[src/rtl/net_div_ctrl.sv]
// Request/result front end for a pipelined divider: registers operands, launches the
// divider, short-circuits divide-by-zero, bounds the wait with a timeout, holds the result.
module net_div_ctrl #(
    parameter int DW      = 32,
    parameter int TIMEOUT = 64
) (
    input  logic          clk_i,
    input  logic          rst_i,
    input  logic          req_valid_i,
    output logic          req_ready_o,
    input  logic [DW-1:0] req_a_i,
    input  logic [DW-1:0] req_b_i,
    output logic          div_start_o,
    output logic [DW-1:0] div_a_o,
    output logic [DW-1:0] div_b_o,
    input  logic          div_ready_i,
    input  logic          div_end_i,
    input  logic [DW-1:0] div_quotient_i,
    input  logic [DW-1:0] div_remainder_i,
    output logic          res_valid_o,
    input  logic          res_ready_i,
    output logic [DW-1:0] res_quotient_o,
    output logic [DW-1:0] res_remainder_o,
    output logic          res_dz_o,
    output logic          res_err_o,
    output logic          busy_o,
    output logic [1:0]    dbg_state_o
);

    // Handshakes: a transfer occurs on the rising edge where valid and ready are both high;
    // ready never depends on valid, and a presented result holds until it is taken.
    localparam logic [1:0] S_IDLE   = 2'd0;
    localparam logic [1:0] S_ISSUE  = 2'd1;
    localparam logic [1:0] S_WAIT   = 2'd2;
    localparam logic [1:0] S_RESULT = 2'd3;

    localparam logic [7:0] TO_LAST = 8'(TIMEOUT - 1);

    logic [1:0]    state_q, state_d;
    logic [7:0]    cnt_q, cnt_d;
    logic [DW-1:0] a_q, a_d;
    logic [DW-1:0] b_q, b_d;
    logic [DW-1:0] quo_q, quo_d;
    logic [DW-1:0] rem_q, rem_d;
    logic          dz_q, dz_d;
    logic          err_q, err_d;
    logic          start;

    always_comb begin
        state_d = state_q;
        cnt_d   = cnt_q;
        a_d     = a_q;
        b_d     = b_q;
        quo_d   = quo_q;
        rem_d   = rem_q;
        dz_d    = dz_q;
        err_d   = err_q;
        start   = 1'b0;
        case (state_q)
            S_IDLE: begin
                if (req_valid_i) begin
                    if (req_b_i != '0) begin
                        a_d     = req_a_i;
                        b_d     = req_b_i;
                        state_d = S_ISSUE;
                    end else begin
                        // Divide-by-zero never reaches the divider.
                        quo_d   = '1;
                        rem_d   = req_a_i;
                        dz_d    = 1'b1;
                        err_d   = 1'b0;
                        state_d = S_RESULT;
                    end
                end
            end
            S_ISSUE: begin
                if (div_ready_i) begin
                    start   = 1'b1;
                    cnt_d   = '0;
                    state_d = S_WAIT;
                end
            end
            S_WAIT: begin
                // A completion in the last allowed cycle beats the timeout.
                if (div_end_i) begin
                    quo_d   = div_quotient_i;
                    rem_d   = div_remainder_i;
                    dz_d    = 1'b0;
                    err_d   = 1'b0;
                    state_d = S_RESULT;
                end else if (cnt_q == TO_LAST) begin
                    quo_d   = '0;
                    rem_d   = '0;
                    dz_d    = 1'b0;
                    err_d   = 1'b1;
                    state_d = S_RESULT;
                end else begin
                    cnt_d = cnt_q + 8'd1;
                end
            end
            S_RESULT: begin
                if (res_ready_i) begin
                    quo_d   = '0;
                    rem_d   = '0;
                    dz_d    = 1'b0;
                    err_d   = 1'b0;
                    state_d = S_IDLE;
                end
            end
            default: state_d = S_IDLE;
        endcase
    end

    always_ff @(posedge clk_i or posedge rst_i) begin
        if (rst_i) begin
            state_q <= S_IDLE;
            cnt_q   <= '0;
            a_q     <= '0;
            b_q     <= '0;
            quo_q   <= '0;
            rem_q   <= '0;
            dz_q    <= 1'b0;
            err_q   <= 1'b0;
        end else begin
            state_q <= state_d;
            cnt_q   <= cnt_d;
            a_q     <= a_d;
            b_q     <= b_d;
            quo_q   <= quo_d;
            rem_q   <= rem_d;
            dz_q    <= dz_d;
            err_q   <= err_d;
        end
    end

    assign req_ready_o     = (state_q == S_IDLE);
    assign busy_o          = (state_q != S_IDLE);
    assign res_valid_o     = (state_q == S_RESULT);
    assign div_start_o     = start;
    assign div_a_o         = a_q;
    assign div_b_o         = b_q;
    assign res_quotient_o  = quo_q;
    assign res_remainder_o = rem_q;
    assign res_dz_o        = dz_q;
    assign res_err_o       = err_q;
    assign dbg_state_o     = state_q;

endmodule

[config.mk]
export PLATFORM = sky130hd
export DESIGN_NAME = net_div_ctrl
export DESIGN_NICKNAME = d
export VERILOG_FILES = /design/src/rtl/net_div_ctrl.sv
export SDC_FILE = /design/constraint.sdc
export NUM_CORES = 1
export LEC_CHECK = 0
export BUFFER_PORTS_ARGS = -buffer_cell sky130_fd_sc_hd__buf_4
export CAP_MARGIN = 10
export CORE_ASPECT_RATIO = 1.1
export CORE_MARGIN = 2
export CORE_UTILIZATION = 43
export CTS_CLUSTER_DIAMETER = 150
export CTS_CLUSTER_SIZE = 40
export DETAILED_ROUTE_END_ITERATION = 7
export PLACE_DENSITY = 0.86
export SETUP_SLACK_MARGIN = 0.02
export SYNTH_ARGS = -nofsm -noshare
export SYNTH_HDL_FRONTEND = slang
export SYNTH_SLANG_ARGS = --single-unit
[constraint.sdc]
create_clock -name clk_i -period 4.4 [get_ports clk_i]
set_input_delay 0.66 -clock clk_i [delete_from_list [all_inputs] [get_ports clk_i]]
set_output_delay 0.66 -clock clk_i [all_outputs]
set_load 0.05 [all_outputs]
======== Word level (Yosys, flattened, before mapping) ========
Cells that the tools add are included.
W data, S select, Z words.
cells by class
  $add $sub $neg .......................... 1
  equal/unequal tests ..................... 11
  mux-type cells .......................... 34
  reductions and logical operators ........ 9
operators by type and width
  kind                   number
  $mux W32               8
  $pmux W32 S3           2
  $reduce_bool A32 Y1    1
  $mux W8                3
  $pmux W8 S2            1
  $mux W2                6
  $mux W1                11
  $ne A2 B2 Y1 const B   5
  $add A8 B1 Y8 const B  1
  $eq A8 B6 Y1 const B   1
  $pmux W2 S4            1
  $reduce_and A4 Y1      2
  $pmux W1 S3            2
  $reduce_and A5 Y1      1
  $eq A2 B2 Y1 const B   2
  $reduce_bool A2 Y1     2
  $ne A3 B3 Y1 const B   1
  $reduce_and A3 Y1      1
  $reduce_bool A3 Y1     1
  $eq A2 B1 Y1 const B   1
  $logic_not A2 Y1       1
  $ne A2 B1 Y1 const B   1
storage, ports and cells
  register bits after elaboration ......... 140
  input port bits ......................... 134
  output and inout port bits .............. 136
  word-level logic and storage cells ...... 63

======== Longest topological paths before layout ========
Gate-level depths: netlist of run 1.
  word-level depth ........................ 4
  depth in mapped cells ................... 9
  mapped depth without buffers ............ 7

======== Worst setup path before layout of run 1 ========
No wires, ideal clock.
  path type ............................... flip-flop to flip-flop
  start point ............................. reg state_q[0] (netlist: dbg_state_o[0])
  end point ............................... reg quo_q[0] (netlist: res_quotient_o[0])
  arrival time ............................ 2.639 ns
  setup slack ............................. 1.684 ns
  cell stages (with the launch flop) ...... 10
  clock period less this slack ............ 2.716 ns
  path through ............................ dfrtp_1 inv_1 ha_1 inv_1 nor2_1 nor4_2 and2_1 buf_4 buf_4 a21oi_1
between the ends
  word-level cells in the longest chain between the ends .. 3
  elaborated cells on any way between the ends .. 10
  classes of those cells .................. 6 x eq/ne; 1 x mux; 3 x reduce/logical
ends and longest elaborated chain
  element                                                              line  source
  start, declared                                                      39    logic [1:0] state_q, state_d;
  start signal, assigned                                               125   state_q <= state_d;
  $logic_not A2 Y1 *                                                   --
  via req_ready_o                                                      10    output logic req_ready_o,
  $ne A2 B2 Y1 (no line) / $reduce_bool A3 Y1 (equally long branches)  --
  $reduce_and A5 Y1 (no line)                                          --
  end signal, assigned                                                 129   quo_q <= quo_d;
  end, declared                                                        43    logic [DW-1:0] quo_q, quo_d;
Mark *: on every way through the listed nets, which the timed path passes. The rest lies on a longest branch.
A chain may end at the register's enable or synchronous reset.

======== Final worst setup path of run 1 ========
  start point ............................. in req_b_i[24]
  end point ............................... reg quo_q[28] (netlist: res_quotient_o[28])
between the ends
  word-level cells in the longest chain between the ends .. 3
ends and longest elaborated chain
  element                      line  source
  start, declared              12    input logic [DW-1:0] req_b_i,
  $reduce_bool A32 Y1          62    if (req_b_i != '0) begin
  $ne A2 B2 Y1 (no line)       --
  $reduce_and A5 Y1 (no line)  --
No other way between the ends.

==> results of run 1 <==
registers in the layout, indices dropped and copies added (netlist names):
| signal | count |
|---|---|
| div_b_o | 32 |
| res_quotient_o | 32 |
| res_remainder_o | 32 |
| div_a_o | 32 |
| res_err_o | 1 |
| cnt_q | 8 |
| res_dz_o | 1 |
| dbg_state_o | 2 |
worst reg2reg max path, delay by kind of cell, from the launching register on:
kind,cells,cell delay [ps]
flops,1,390
simple gates,3,980
buf+inv,2,510
compound gates,2,220
fa+ha+maj,1,320
synthesized netlist by cell type (2+ instances only):
cell,count
o21ai_0,3
nand2_1,3
and2_1,3
ha_1,6
xor2_1,7
mux2_2,60
nor4_1,8
a22o_1,2
buf_2,8
mux2_1,6
nand4_1,5
nor2_1,10
and3_1,3
buf_4,15
a22oi_1,32
buf_6,4
mux2i_1,2
a21oi_1,163
dfrtp_1,140
nor2b_1,2
inv_1,7
clkbuf_1,14
final cells by class:
type | instances | share of cell area, %
tap | 188 | 2.69
clock inverter | 6 | 1.26
sequential | 140 | 40.1
clock buffer | 25 | 5.55
timing repair buffer | 278 | 24.0
inverter | 7 | 0.343
multi-input combinational | 322 | 26.1
per-stage QoR:
stage	hold WS [ps]	cell area [um^2]
3_3_place_gp	476	8150
4_1_cts	453	8750
3_5_place_dp	491	8150
5_1_grt	463	8750
2_1_floorplan	497	6040
6_report	465	8750
how the worst max path moves through the flow:
stage                                      to  slack, ps  depth (start not counted)
2_1_floorplan   res_quotient_o[0]$_DFFE_PP0P_       1680                          9
3_3_place_gp    res_quotient_o[0]$_DFFE_PP0P_       1380                          7
3_5_place_dp   res_quotient_o[24]$_DFFE_PP0P_       1270                          7
4_1_cts        res_quotient_o[24]$_DFFE_PP0P_       1720                          7
5_1_grt        res_quotient_o[27]$_DFFE_PP0P_       1600                          7
6_report       res_quotient_o[28]$_DFFE_PP0P_       1700                          7
metal layers:
metal / GRT usage, % / up-vias
met5: 0 / -
met4: 9.41 / 0
met3: 6.90 / 25
met2: 39.0 / 233
met1: 27.8 / 2531
li1: - / 2374
kinds of logic after synthesis:
logic type	share of synthesized area (%)
adders and majority gates	1.24
buffers and inverters	4.58
DFF	58.1
AOI/OAI and AO/OA	18.9
xor gates and xnor gates	1.02
and+or+nand+nor	3.59
muxes	12.7
==> out/metrics.yaml, run 1 <==
run_status:
  outcome: "finished clean"
global_route:
  grt.total_usage_pct: 23.3
  grt_overflow: 0
  grt_pass1_vias: 5288
  grt_max_degree: 96
  antenna_found_initial: 0
  grt_pass1_wl_mm: 26.7
drt:
  drt-met1-wl_mm: 6.84
  wl_per_cell_um: 18.0
  met3_length_mm: 1.42
  drc_errors: 0
  viasPerCell: 5.34
  ant_nets: 0
  dr.first_iter.drc_count: 362
  dr.pass1.iters: 4
  wl_met2_mm: 8.81
  routed.top_layer: "met4"
  totalWireLength_mm: 17.4
  num_vias: 5163
synthesis:
  synth_enable_flop_cells: 0
  ys_seq_area_share_pct: 58.1
  synthTopCellsByArea: "dfrtp_1, a21oi_1, mux2_2"
  async_flop_share_pct: 100
  syn-num-nets: 650
  synth_warnings: 0
  yosys.area.top_type_share_pct: 58.1
  synth_area_per_cell_um2: 11.8
  syn-cell-area_um2: 6030
  syn-instance-count: 510
  synth_top_cell_by_area: "dfrtp_1"
  ys_ff_latch: 140
  synth-main-ff-cell: "dfrtp_1"
  synth_cell_types: 29
finish:
  drive_above_1_share_pct: 48.1
  multi_input_area_um2: 2280
  finish.utilization_pct: 63.7
  fillers: 1123
  layout.nets: 906
  mostFrequentLayoutCell: "buf_4"
  layout.cells.non_filler: 966
  layout_common_cells: "buf_4, a21oi_1, dfrtp_1, mux2_2, a22oi_1"
  antennaDiodeCount: 0
  layout-area-overhead-vs-synth_pct: 45.0
  seq_area_um2: 3500
sta:
  max_freq_ghz: 0.371
  rsz0062_at_grt: "no"
  fin_skew_ps: 9.39
  worstMarginPinSlew_ps: 993
  relSlewSlack_pct: 33.6
  post-route-min-period_ps: 2700
  layout_setup_ws_ps: 1700
  hold_viol: 0
  fin_crit_sh_pct: 61.3
  drv_slew: 0
  setup_tns_ps: 0
  setup_viol: 0
worst_setup_path:
  end_kind: "register"
  worst-r2r-cell-count: 8
  reg2reg_slack_ps: 1860
  crit_start: "req_b_i[24]"
  cpPeakStageDelay_ps: 550
  worstPathCellList: "buf_4 -> nor4_1 -> nand4_1 -> o21ai_4 -> and2_2 -> buf_4 -> a21oi_1"
  critical_path_buf_inv_count: 2
  worstPathArrival_ps: 2970
  start_kind: "input pin"
  crit_path_top_delay_cell: "nor4_1"
  r2r-start: "dbg_state_o[0]$_DFFE_PP0P_"
  crit_required_ps: 4680
  critPathTopFamily: "simple AND/OR/NAND/NOR gates"
  cpMostUsedCell: "buf_4"
  cp_max_fo: 28
  rr_endpoint: "res_quotient_o[28]$_DFFE_PP0P_"
  path_class: "input pin to register"
die:
  die_x_um: 117
  rows: 45
  ioPinCount: 270
  die_area_um2: 15000
  start_util_pct: 43.9
  coreArea_um2: 13700
  die_h_um: 128
placed_design:
  dp_hpwl_mm: 11.9
  dp_worst_setup_slack_ps: 1270
  port_buffers: 269
  routabilityCongestion: 0.796
  place_inst: 935
clock_network:
  cts.clk_slew.worst_paths_ps: 50
  cts_max_path_buffers: 2
  cts.hold.buffers_added: 0
  clockRootBuffer: "clkbuf_16"
  cts_tree: "built"
  clock_latency_ps: 410
  clock_sinks: 140
  postCtsResizedCells: 0
  cts_setup_buffers: 0
  numCtsBuffers: 17
  h-tree-depth: 4
min_path:
  hp-class: "input pin to async pin"
flow_run:
  cap_violations: 0
Power of run 1 is not shown: default switching activity piles up to over one toggle a cycle in this logic, so the estimate is an artifact.
==> run 2: changes to the inputs <==
CORE_UTILIZATION = 47   (was 43)
PLACE_DENSITY = 0.89   (was 0.86)
clock period = 2.7 ns   (was 4.4 ns; I/O delays follow)
==> out/metrics.yaml, run 2 (synthesized netlist as in run 1, its figures left out) <==
run_status:
  outcome: "finished clean"
global_route:
  grt_pass1_vias: 5505  # +4.1%
  grt_overflow: 0  # unchanged
  antenna_found_initial: 0  # unchanged
  grt_pass1_wl_mm: 27.5  # +2.7%
  grt_max_degree: 141  # +47%
  grt.total_usage_pct: 25.5  # +2.2 points
finish:
  drive_above_1_share_pct: 48.8  # +0.78 points
  fin_area_um2: 8750  # about the same
  layout.nets: 909  # +0.33%
  antennaDiodeCount: 0  # unchanged
  fillers: 903  # -20%
  mostFrequentLayoutCell: "buf_4"
  layout-area-overhead-vs-synth_pct: 45.0  # about the same
  layout_common_cells: "buf_4, a21oi_1, dfrtp_1, mux2_2, a22oi_1"
die:
  coreArea_um2: 12600  # -8.4%
  die_h_um: 123  # -4.2%
  rows: 43  # -4.4%
  start_util_pct: 47.9  # +4.0 points
  die_area_um2: 13800  # -8.2%
  ioPinCount: 270  # unchanged
  die_x_um: 112  # -4.2%
clock_network:
  h-tree-depth: 4  # unchanged
  cts_setup_buffers: 0  # unchanged
  clockRootBuffer: "clkbuf_16"
  cts.clk_slew.worst_paths_ps: 60  # about the same
  clock_sinks: 140  # unchanged
  cts_max_path_buffers: 2  # unchanged
  cts.hold.buffers_added: 0  # unchanged
  cts_tree: "built"
  numCtsBuffers: 17  # unchanged
  postCtsResizedCells: 0  # unchanged
  clock_latency_ps: 410  # about the same
drt:
  wl_per_cell_um: 18.5  # +3.0%
  dr.pass1.iters: 5  # +1
  ant_nets: 0  # unchanged
  totalWireLength_mm: 17.4  # +0.15%
  viasPerCell: 5.57  # +4.3%
  dr.first_iter.drc_count: 414  # +14%
  drc_errors: 0  # unchanged
  num_vias: 5232  # +1.3%
worst_setup_path:
  path_class: "register to register"
  critPathTopFamily: "simple AND/OR/NAND/NOR gates"
  critical_path_buf_inv_count: 2  # unchanged
  worstPathArrival_ps: 2630  # -340 ps
  crit_required_ps: 3030  # -1650 ps
  cp_max_fo: 35  # +25%
  start_kind: "register"
  end_kind: "register"
  worstPathCellList: "inv_1 -> ha_1 -> nand2b_1 -> a21oi_1 -> nor4_4 -> and2_2 -> buf_12 -> mux2i_1"
  cpPeakStageDelay_ps: 390  # -160 ps
  crit_path_top_delay_cell: "dfrtp_1"
sta:
  setup_tns_ps: 0  # unchanged
  hold_viol: 0  # unchanged
  drv_slew: 0  # unchanged
  worstMarginPinSlew_ps: 772  # -221 ps
  post-route-min-period_ps: 2300
  rsz0062_at_grt: "no"
  max_freq_ghz: 0.435
  relSlewSlack_pct: 48.5  # +15 points
  fin_skew_ps: 10.4  # +1.01 ps
  fin_crit_sh_pct: 85.2
  setup_viol: 0  # unchanged
placed_design:
  routabilityCongestion: 0.855  # +7.4%
  port_buffers: 269  # unchanged
  post_dp_cell_area_um2: 8190  # +0.45%
  dp_hpwl_mm: 12.4  # +3.9%
flow_run:
  cap_violations: 0  # unchanged
min_path:
  hp-class: "input pin to async pin"
-- run 2: changes by cell type in the layout (fill, tap and decap cells not counted), sizes merged --
cell / before / now
clkbuf: 25 / 20
bufinv: 3 / 1
inv: 6 / 8
clkinvlp: 3 / 4
clkinv: 1 / 6
buf: 278 / 281
-- run 2: path summary, 6_finish.rpt --
check                                      startpoint                            end  cells after the start  slack [ps]
setup / recovery           dbg_state_o[0]$_DFFE_PP0P_          res_err_o$_DFFE_PP0P_                      8         400
min in group clk_i                        req_a_i[24]        div_a_o[24]$_DFFE_PP0P_                      2         220
max in group asynchronous                       rst_i  res_quotient_o[6]$_DFFE_PP0P_                      3        1910
setup reg to reg           dbg_state_o[0]$_DFFE_PP0P_          res_err_o$_DFFE_PP0P_                      8         400
hold reg to reg               div_a_o[24]$_DFFE_PP0P_        div_a_o[24]$_DFFE_PP0P_                      1         500
hold / removal                                  rst_i         div_b_o[7]$_DFFE_PP0P_                      3         170
-- run 2: final cells by class --
class                           instances  area (um^2)  share of cell area (%)
Sequential cell                       140         3500                    40.0
Inverter                                7         30.0                   0.343
Tap cell                              157          196                    2.25
Clock buffer                           20          447                    5.11
Clock inverter                         12          115                    1.32
Multi-Input combinational cell        322         2290                    26.1
Timing Repair Buffer                  281         2170                    24.8
-- run 2: tightest hold or removal path: stages --
cell	delay (ps)
buf_4	120
clkinvlp_4	70
buf_12	490
-- run 2: metrics by stage --
stage	setup slack, ps	util [%]	cells	hold WS, ps
4_1_cts	373	69.5	939	205
3_5_place_dp	231	65.0	907	487
3_3_place_gp	265	65.0	907	480
5_1_grt	212	69.5	939	205
6_report	400	69.5	939	172
2_1_floorplan	182	-	510	497
-- run 2: layer usage --
layer	wire length, um	vias up	GRT usage, %
met3	1330	40	7.70
met2	9070	255	44.7
li1	-	2390	-
met5	0	-	0
met4	520	0	13.3
met1	6500	2547	28.1
Power of run 2 is left out for the same reason.
==> run 3: changes to the inputs <==
CORE_MARGIN = 5   (was 2)
==> out/metrics.yaml, run 3 (synthesized netlist as in run 1, its figures left out) <==
sta:
  fin_skew_ps: 8.67  # -1.73 ps
  setup_viol: 0  # unchanged
  layout_setup_ws_ps: 261  # -139 ps
  fin_crit_sh_pct: 90.3  # +5.1 points
  drv_slew: 0  # unchanged
  max_freq_ghz: 0.410  # -5.7%
  post-route-min-period_ps: 2440  # +139 ps
  hold_viol: 0  # unchanged
  setup_tns_ps: 0  # unchanged
  relSlewSlack_pct: 54.6  # +6.1 points
  rsz0062_at_grt: "no"
  worstMarginPinSlew_ps: 681  # -91.5 ps
finish:
  layout-area-overhead-vs-synth_pct: 47.2
  antennaDiodeCount: 0  # unchanged
  layout.nets: 911  # +0.22%
  layout_common_cells: "buf_4, a21oi_1, dfrtp_1, mux2_2, a22oi_1"
  drive_above_1_share_pct: 49.0  # +0.19 points
  mostFrequentLayoutCell: "buf_4"
drt:
  dr.pass1.iters: 5  # unchanged
  wl_per_cell_um: 19.7  # +6.0%
  ant_nets: 0  # unchanged
  totalWireLength_mm: 18.5  # +6.1%
  drc_errors: 0  # unchanged
  num_vias: 5315  # +1.6%
  viasPerCell: 5.65  # +1.5%
  dr.first_iter.drc_count: 451  # +8.9%
flow_run:
  cap_violations: 0  # unchanged
die:
  ioPinCount: 270  # unchanged
  coreArea_um2: 12600  # unchanged
  rows: 43  # unchanged
  start_util_pct: 47.9  # unchanged
  die_h_um: 129  # +4.9%
  die_area_um2: 15200  # +11%
  die_x_um: 118  # +5.4%
worst_setup_path:
  path_class: "register to register"
  cp_max_fo: 45  # +29%
  crit_required_ps: 2950  # -80 ps
  worstPathCellList: "inv_1 -> ha_1 -> nand2b_1 -> a21oi_1 -> nor4_4 -> and2_2 -> buf_4 -> a21oi_1"
  critical_path_buf_inv_count: 2  # unchanged
  reg2reg_slack_ps: 260  # -140 ps
  crit_path_top_delay_cell: "dfrtp_1"
  cpPeakStageDelay_ps: 420  # +30 ps
  worst-r2r-cell-count: 8  # unchanged
  end_kind: "register"
  worstPathArrival_ps: 2690  # +60 ps
  rr_endpoint: "res_remainder_o[16]$_DFFE_PP0P_"
  r2r-start: "dbg_state_o[0]$_DFFE_PP0P_"
  start_kind: "register"
  cpMostUsedCell: "a21oi_1"
  critPathTopFamily: "simple AND/OR/NAND/NOR gates"
clock_network:
  h-tree-depth: 4  # unchanged
  clock_latency_ps: 410  # about the same
  numCtsBuffers: 17  # unchanged
  clockRootBuffer: "clkbuf_16"
  clock_sinks: 140  # unchanged
  postCtsResizedCells: 0  # unchanged
  cts.clk_slew.worst_paths_ps: 60  # about the same
  cts_tree: "built"
  cts_max_path_buffers: 2  # unchanged
placed_design:
  routabilityCongestion: 0.864  # +1.0%
  dp_hpwl_mm: 13.2  # +6.4%
  dp_worst_setup_slack_ps: 118  # -113 ps
  port_buffers: 269  # unchanged
min_path:
  worstHoldStart: "req_a_i[24]"
  hp-class: "input pin to register"
  worstHoldPathCells: 2
  holdPathEnd: "div_a_o[24]$_DFFE_PP0P_"
global_route:
  grt_overflow: 0  # unchanged
  grt_pass1_vias: 5662  # +2.9%
  antenna_found_initial: 0  # unchanged
  grt_max_degree: 76  # -46%
  grt_pass1_wl_mm: 29.7  # +8.2%
  grt.total_usage_pct: 24.3  # -1.1 points
run_status:
  outcome: "finished clean"
run 3: routing by layer:
metal	global-route usage, %	wire [um]
met5	0	0
met4	10.3	525
met1	27.6	6800
met3	8.57	1690
met2	42.0	9460
run 3: stage by stage:
| step | std cells | cell area, um^2 | util [%] | hold WS [ps] |
|---|---|---|---|---|
| finish | 940 | 8880 | 70.6 | 231 |
| global route | 940 | 8880 | 70.6 | 209 |
| CTS | 940 | 8880 | 70.6 | 210 |
| detailed placement | 908 | 8180 | 65.0 | 404 |
| global placement | 908 | 8180 | 65.0 | 399 |
| floorplan | 510 | 6040 | - | 497 |
run 3: worst register-to-register path, stage by stage, from the launching register on:
cell and delay, ps:
dfrtp_1 420, inv_1 130, ha_1 330, nand2b_1 140, a21oi_1 90, nor4_4 330, and2_2 240, buf_4 410
a21oi_1 190
run 3: cell type report:
| cell class | count | area, um^2 |
|---|---|---|
| Multi-Input combinational cell | 322 | 2290 |
| Sequential cell | 140 | 3500 |
| Tap cell | 157 | 196 |
| Timing Repair Buffer | 283 | 2180 |
| Clock inverter | 10 | 210 |
| Inverter | 7 | 30.0 |
| Fill cell | 871 | 3710 |
| Clock buffer | 21 | 480 |
run 3: what timing repair did:
action,4_1_cts,5_1_grt
setup buffers,0,0
hold endpoints to repair,11,0
hold buffers,1,0
run 3: how the worst max path moves through the flow:
stage,depth (start not counted),from,slack [ps],endpoint
final,8,dbg_state_o[0]$_DFFE_PP0P_,260,res_remainder_o[16]$_DFFE_PP0P_
after floorplan,9,dbg_state_o[0]$_DFFE_PP0P_,180,res_remainder_o[28]$_DFFE_PP0P_
after global routing,8,dbg_state_o[0]$_DFFE_PP0P_,100,res_err_o$_DFFE_PP0P_
after CTS,8,dbg_state_o[0]$_DFFE_PP0P_,240,res_err_o$_DFFE_PP0P_
after global placement,7,req_b_i[25],190,res_err_o$_DFFE_PP0P_
after detailed placement,7,req_b_i[25],120,res_quotient_o[16]$_DFFE_PP0P_
Power of run 3 is left out for the same reason.
